**config.mk**
```make
export PLATFORM = sky130hd
export DESIGN_NAME = if_id_skid_flat
export DESIGN_NICKNAME = d
export VERILOG_FILES = /design/src/rtl/if_id_skid_pkg.sv /design/src/rtl/if_id_skid_if.sv /design/src/rtl/if_id_skid_fifo.sv /design/src/rtl/if_id_skid.sv /design/src/flat_wrapper.sv
export SDC_FILE = /design/constraint.sdc
export NUM_CORES = 1
export LEC_CHECK = 0
export CAP_MARGIN = 25
export CORE_MARGIN = 3
export CORE_UTILIZATION = 43
export DETAILED_ROUTE_END_ITERATION = 8
export PLACE_DENSITY = 0.87
export SLEW_MARGIN = 5
export SYNTH_ARGS = -nofsm -noshare
export SYNTH_HDL_FRONTEND = slang
export SYNTH_SLANG_ARGS = --single-unit
```
**constraint.sdc**
```tcl
create_clock -name clk -period 3.5 [get_ports clk]
set_input_delay 0.35 -clock clk [delete_from_list [all_inputs] [get_ports clk]]
set_output_delay 0.35 -clock clk [all_outputs]
set_load 0.1 [all_outputs]
```
**src/rtl/if_id_skid_pkg.sv**
```systemverilog
// Shared constants and types for the fetch/decode boundary buffer.
// Decode imports the same constants so NOP and depth stay consistent.
package if_id_skid_pkg;

  localparam int          DEF_XLEN     = 32;
  localparam logic [31:0] DEF_NOP_INST = 32'h0000_0013;  // addi x0,x0,0
  localparam int          IF_ID_DEPTH  = 2;              // legal: 2 or 4

  typedef struct packed {
    logic exp_flag;
    logic inst_addr_misal;
  } fetch_flags_t;

  localparam int FLAGS_W = $bits(fetch_flags_t);

  function automatic int entry_width(input int xlen);
    return 2 * xlen + FLAGS_W;
  endfunction

  function automatic int count_width(input int depth);
    return $clog2(depth) + 1;
  endfunction

endpackage

```
**src/rtl/if_id_skid_if.sv**
```systemverilog
// Stage-to-stage valid/allowin bus carrying {pc, inst, exception flags}.
// The producer side is the master; the consumer drives allowin back.
interface if_id_skid_if
  import if_id_skid_pkg::*;
#(
  parameter int XLEN = DEF_XLEN
) ();

  logic            valid;
  logic            allowin;
  logic [XLEN-1:0] pc;
  logic [XLEN-1:0] inst;
  logic            exp_flag;
  logic            inst_addr_misal;

  modport master (
    output valid,
    output pc,
    output inst,
    output exp_flag,
    output inst_addr_misal,
    input  allowin
  );

  modport slave (
    input  valid,
    input  pc,
    input  inst,
    input  exp_flag,
    input  inst_addr_misal,
    output allowin
  );

endinterface

```
**src/rtl/if_id_skid_fifo.sv**
```systemverilog
// Generic circular FIFO with occupancy count, push/pop and single-cycle flush.
// Storage is not reset; only pointers and count carry valid state.
module skid_fifo
  import if_id_skid_pkg::*;
#(
  parameter  int WIDTH = 8,
  parameter  int DEPTH = 2,
  localparam int PTR_W = (DEPTH > 1) ? $clog2(DEPTH) : 1,
  localparam int CNT_W = count_width(DEPTH)
) (
  input  logic             clk,
  input  logic             rst,
  input  logic             push,
  input  logic             pop,
  input  logic             flush,
  input  logic [WIDTH-1:0] wdata,
  output logic [WIDTH-1:0] rdata,
  output logic [CNT_W-1:0] count,
  output logic             full,
  output logic             empty
);

  logic [WIDTH-1:0] mem [DEPTH];
  logic [PTR_W-1:0] rd_ptr;
  logic [PTR_W-1:0] wr_ptr;
  logic             do_push;
  logic             do_pop;

  assign full    = (count == CNT_W'(DEPTH));
  assign empty   = (count == '0);
  assign do_push = push & ~full & ~flush;
  assign do_pop  = pop & ~empty & ~flush;
  assign rdata   = mem[rd_ptr];

  always_ff @(posedge clk) begin
    if (do_push) begin
      mem[wr_ptr] <= wdata;
    end
  end

  // Depth is a power of two, so pointer overflow is the modulo wrap.
  always_ff @(posedge clk) begin
    if (rst || flush) begin
      rd_ptr <= '0;
      wr_ptr <= '0;
      count  <= '0;
    end else begin
      if (do_push) begin
        wr_ptr <= wr_ptr + 1'b1;
      end
      if (do_pop) begin
        rd_ptr <= rd_ptr + 1'b1;
      end
      case ({do_push, do_pop})
        2'b10:   count <= count + 1'b1;
        2'b01:   count <= count - 1'b1;
        default: count <= count;
      endcase
    end
  end

endmodule

```
**src/rtl/if_id_skid.sv**
```systemverilog
// IF/ID boundary: buffers fetched entries in a skid FIFO, decodes flush and
// stall, and inserts a NOP toward decode whenever the buffer is empty.
module if_id_skid
  import if_id_skid_pkg::*;
#(
  parameter  int              XLEN     = DEF_XLEN,
  parameter  int              DEPTH    = IF_ID_DEPTH,
  parameter  logic [XLEN-1:0] NOP_INST = XLEN'(DEF_NOP_INST),
  localparam int              CNT_W    = count_width(DEPTH)
) (
  input  logic             clk,
  input  logic             rst,
  if_id_skid_if.slave      if_bus,
  if_id_skid_if.master     id_bus,
  input  logic             pipe_stall,
  input  logic             bj_flag,
  input  logic             jump2exp,
  input  logic             ex_is_mret_inst,
  output logic [CNT_W-1:0] occupancy
);

  localparam int ENTRY_W = entry_width(XLEN);

  logic               flush;
  logic               push;
  logic               pop;
  logic               full;
  logic               empty;
  logic [ENTRY_W-1:0] wdata;
  logic [ENTRY_W-1:0] rdata;
  logic [XLEN-1:0]    head_pc;
  logic [XLEN-1:0]    head_inst;
  fetch_flags_t       wflags;
  fetch_flags_t       rflags;

  assign flush = bj_flag | jump2exp | ex_is_mret_inst;

  // Allowin looks only at registered occupancy, so a pop on a full buffer
  // does not open the fetch side until the following cycle.
  assign if_bus.allowin = ~rst & ~full;

  assign push = if_bus.valid & if_bus.allowin & ~flush;
  assign pop  = id_bus.valid & id_bus.allowin & ~pipe_stall & ~flush;

  assign wflags.exp_flag        = if_bus.exp_flag;
  assign wflags.inst_addr_misal = if_bus.inst_addr_misal;
  assign wdata = {if_bus.pc, if_bus.inst, wflags};

  skid_fifo #(
    .WIDTH (ENTRY_W),
    .DEPTH (DEPTH)
  ) u_fifo (
    .clk   (clk),
    .rst   (rst),
    .push  (push),
    .pop   (pop),
    .flush (flush),
    .wdata (wdata),
    .rdata (rdata),
    .count (occupancy),
    .full  (full),
    .empty (empty)
  );

  assign {head_pc, head_inst, rflags} = rdata;

  // Empty slots hold stale data; mask so decode sees a clean bubble.
  assign id_bus.valid           = ~empty;
  assign id_bus.pc              = empty ? '0 : head_pc;
  assign id_bus.inst            = empty ? NOP_INST : head_inst;
  assign id_bus.exp_flag        = ~empty & rflags.exp_flag;
  assign id_bus.inst_addr_misal = ~empty & rflags.inst_addr_misal;

endmodule

```
**src/flat_wrapper.sv**
```systemverilog
// flat-port wrapper written by rule: the top's interface ports become plain ports
module if_id_skid_flat import if_id_skid_pkg::*;
#(
  parameter  int              XLEN     = DEF_XLEN,
  parameter  int              DEPTH    = IF_ID_DEPTH,
  parameter  logic [XLEN-1:0] NOP_INST = XLEN'(DEF_NOP_INST),
  localparam int              CNT_W    = count_width(DEPTH)
)
  (clk, rst, pipe_stall, bj_flag, jump2exp, ex_is_mret_inst, occupancy, if_bus_valid, if_bus_pc, if_bus_inst, if_bus_exp_flag, if_bus_inst_addr_misal, if_bus_allowin, id_bus_valid, id_bus_pc, id_bus_inst, id_bus_exp_flag, id_bus_inst_addr_misal, id_bus_allowin);
  if_id_skid_if #(.XLEN(XLEN)) if_bus_i ();
  if_id_skid_if #(.XLEN(XLEN)) id_bus_i ();
  input  logic clk;
  input  logic rst;
  input  logic pipe_stall;
  input  logic bj_flag;
  input  logic jump2exp;
  input  logic ex_is_mret_inst;
  output logic [CNT_W-1:0] occupancy;
  input wire logic [$bits(if_bus_i.valid)-1:0] if_bus_valid;
  input wire logic [$bits(if_bus_i.pc)-1:0] if_bus_pc;
  input wire logic [$bits(if_bus_i.inst)-1:0] if_bus_inst;
  input wire logic [$bits(if_bus_i.exp_flag)-1:0] if_bus_exp_flag;
  input wire logic [$bits(if_bus_i.inst_addr_misal)-1:0] if_bus_inst_addr_misal;
  output wire logic [$bits(if_bus_i.allowin)-1:0] if_bus_allowin;
  output wire logic [$bits(id_bus_i.valid)-1:0] id_bus_valid;
  output wire logic [$bits(id_bus_i.pc)-1:0] id_bus_pc;
  output wire logic [$bits(id_bus_i.inst)-1:0] id_bus_inst;
  output wire logic [$bits(id_bus_i.exp_flag)-1:0] id_bus_exp_flag;
  output wire logic [$bits(id_bus_i.inst_addr_misal)-1:0] id_bus_inst_addr_misal;
  input wire logic [$bits(id_bus_i.allowin)-1:0] id_bus_allowin;
  assign if_bus_i.valid = if_bus_valid;
  assign if_bus_i.pc = if_bus_pc;
  assign if_bus_i.inst = if_bus_inst;
  assign if_bus_i.exp_flag = if_bus_exp_flag;
  assign if_bus_i.inst_addr_misal = if_bus_inst_addr_misal;
  assign if_bus_allowin = if_bus_i.allowin;
  assign id_bus_valid = id_bus_i.valid;
  assign id_bus_pc = id_bus_i.pc;
  assign id_bus_inst = id_bus_i.inst;
  assign id_bus_exp_flag = id_bus_i.exp_flag;
  assign id_bus_inst_addr_misal = id_bus_i.inst_addr_misal;
  assign id_bus_i.allowin = id_bus_allowin;
  if_id_skid #(.XLEN(XLEN), .DEPTH(DEPTH), .NOP_INST(NOP_INST)) u_core (.clk(clk), .rst(rst), .if_bus(if_bus_i), .id_bus(id_bus_i), .pipe_stall(pipe_stall), .bj_flag(bj_flag), .jump2exp(jump2exp), .ex_is_mret_inst(ex_is_mret_inst), .occupancy(occupancy));
endmodule
```
==> impl_metrics.py <==
metrics = {
    "die": {
        "coreArea_um2": 11700,
        "die_h_um": 116,
        "io-pin-count": 144,
        "start_util_pct": 44.8,
        "dieArea_um2": 13500,
        "die_w_um": 116,
        "fp-row-count": 39,
    },
    "cells_and_area": {
        "layout.nets": 538,
        "fillers": 853,
        "drive_gt1_share_pct": 21.6,
        "area_delta_synth_final_pct": 39.0,
    },
    "place": {
        "port_buffers": 143,
        "dp_hpwl_um": 6500,
        "place_congestion": 0.727,
    },
    "critical_path": {
        "critical_path_required_ns": 3.15,
        "cp_num_buf_inv": 2,
        "critical_path.slowest_cell": "clkdlybuf4s50_1",
        "path_class": "flip-flop to output pin",
        "cp_max_fo": 5,
        "worstPathCellList": "nor2_4 -> inv_1 -> clkdlybuf4s50_1",
        "critPathMaxStageDelay_ns": 1.16,
        "critical_path.top_delay_family": "buffers and inverters",
        "end_kind": "output pin",
        "crit_arrival_ns": 2.21,
        "start_kind": "flip-flop",
    },
    "logic_synthesis": {
        "avgSynthCellArea_um2": 16.8,
        "ys_top_cells_by_count": "edfxtp_1 (132), mux2i_1 (66), nor2_1 (66)",
        "synth_nets": 386,
        "synth.largest_area_cell": "edfxtp_1",
        "synthesis.instances": 311,
        "netlist_area_um2": 5230,
        "synth-async-reset-ratio_pct": 0,
        "synth_most_common_cell": "edfxtp_1",
        "yosysSeqAreaShare_pct": 77.8,
        "synth_edf_count": 132,
        "ys_seq_elements": 137,
        "netlist.area_leader.share_pct": 75.9,
        "synth_ff_type": "edfxtp_1",
        "synthTopCellsByArea": "edfxtp_1 (76%), mux2i_1 (13%), nor2_1 (4.7%), dfxtp_1 (1.9%), buf_2 (0.77%)",
        "synthDistinctLibCells": 21,
        "ys_warn_count": 0,
    },
    "global_routing": {
        "grt_max_degree": 67,
        "overflow": 0,
        "grt_pass1_wl_um": 15300,
        "grt_use_total_pct": 14.9,
        "first_global_vias": 3128,
        "antenna_found_initial": 0,
    },
    "route": {
        "drc": 0,
        "drt-total-wl_um": 10100,
        "vias": 3034,
        "viasPerCell": 4.89,
        "drtIter0Drc": 101,
        "wl_per_cell_um": 16.3,
        "first_pass_iters": 4,
        "ant_nets": 0,
    },
    "clock_tree": {
        "cts_resized": 0,
        "cts_root_buffer": "clkbuf_16",
        "cts_tree": "built",
        "cts_buffers": 17,
        "clockBufferDepth": 2,
        "htree_levels": 4,
        "clk_pin_slew_ns": 0.05,
        "clkSinkCount": 137,
        "cts_hold_buf": 0,
        "worstSkewPairLatency_ns": 0.40,
        "postCtsSetupRepairBufs": 0,
    },
    "sta": {
        "max-slew-margin-rel_pct": 34.0,
        "fin_crit_sh_pct": 73.0,
        "finalClockSkew_ns": 0.00478,
        "worst_hold_slack_ns": 0.515,
        "final.min_clock_period_ns": 2.56,
        "rsz0062_at_grt": "no",
        "fin_tns_setup_ns": 0,
        "slew_viol_final": 0,
        "hold_viol": 0,
        "worstMarginPinSlew_ns": 0.987,
        "fmaxAchievable_ghz": 0.391,
        "finalSetupViolations": 0,
    },
    "power_and_ir_drop": {
        "p_sw_uw": 654,
        "leakage_nw": 2.46,
        "vdd_drop_max_v": 0.000292,
        "seqPwrFrac_pct": 48.6,
        "power_frac_clock_pct": 48.0,
        "power_density_nw_per_um2": 512,
        "p_int_mw": 3.07,
        "combPwrFrac_pct": 3.3,
        "switching_share_pct": 17.6,
        "p_total_mw": 3.72,
    },
    "worst_hold_path": {
        "hp-class": "flip-flop to flip-flop",
    },
    "status": {
        "run_status": "complete, no violations",
    },
    "run": {
        "maxCapViolCount": 0,
    },
}
==> through the flow <==
step	utilization [%]	setup WS (ns)	instance area [um^2]	std cells
after floorplan	-	-0.264	5230	311
after global placement	57.2	1.01	6670	587
after global routing	62.2	0.818	7260	619
after detailed placement	57.2	0.992	6670	587
after CTS	62.2	0.909	7260	619
final	62.3	0.944	7260	620
==> layout by cell type, fill, tap and decap left out <==
cell type          n
a21oi_1            4
buf_12             2
buf_4             70
bufinv_16          4
clkbuf_1           4
clkbuf_16         17
clkdlybuf4s50_1   76
clkinv_1           4
clkinv_2           2
clkinvlp_4         1
dfxtp_1            4
dfxtp_4            1
diode_2            1
edfxtp_1         132
ha_1               1
inv_1              2
mux2i_1           66
nand2_1            3
nand2b_1           2
nor2_1            65
nor2_4             3
nor2b_1            1
nor3_1             1
o21ai_0            3
or2_2              1
or3_1              3
or3_4              2
xnor2_1            1
xor2_1             1
==> kinds of logic after synthesis <==
group	count (synthesis)	share of synthesized area, %
fa+ha+maj	1	0.239
mux	66	12.6
simple gates	81	6.56
flops	137	77.8
buf+inv	17	1.77
xor+xnor	2	0.335
compound gates	7	0.670
==> final cells by class <==
| class | instances | area [um^2] | area share (%) |
|---|---|---|---|
| clock inverter | 11 | 153 | 2.10 |
| tap | 143 | 179 | 2.46 |
| inverter | 2 | 7.51 | 0.103 |
| multi-input combinational | 157 | 1090 | 15.0 |
| antenna | 1 | 2.50 | 0.0345 |
| sequential | 137 | 4070 | 56.0 |
| timing repair buffer | 148 | 1330 | 18.3 |
| clock buffer | 21 | 440 | 6.06 |
==> registers in the layout, summed over array words and instances (netlist names), named ones only <==
register and cells:
u_core.u_fifo.count 2, u_core.u_fifo.mem 132, u_core.u_fifo.rd_ptr 1, u_core.u_fifo.wr_ptr 1
==> power groups by stage <==
stage	Combinational [mW]	Clock, mW	Sequential, mW
6_report	0.124	1.79	1.81
5_1_grt	0.131	1.91	1.81
4_1_cts	0.125	1.83	1.81
3_5_place_dp	0.124	0	1.84
3_3_place_gp	0.119	0	1.84
2_1_floorplan	0.0228	0	1.84
==> tightest hold or removal path, cell delays in order (launching register included) <==
cell and delay (ns):
dfxtp_1 0.31, o21ai_0 0.10, a21oi_1 0.07
==> path summary, 6_finish.rpt <==
path	from	to	slack, ns	cells after the start
max	u_core.u_fifo.count[0]	id_bus_valid	0.94	3
min	u_core.u_fifo.rd_ptr	flip-flop	0.51	2
max reg2reg	u_core.u_fifo.count[0]	u_core.u_fifo.count[1]	1.39	6
min reg2reg	u_core.u_fifo.rd_ptr	flip-flop	0.51	2
==> metal layers <==
| metal | global-route usage [%] | share of wire [%] | vias up |
|---|---|---|---|
| met5 | 0 | 0 | - |
| met4 | 5.57 | 0.98 | 0 |
| met3 | 4.87 | 6.4 | 12 |
| met2 | 25.3 | 51 | 108 |
| met1 | 17.9 | 41 | 1458 |
| li1 | - | - | 1456 |
Power figures use the tool's default switching activity.
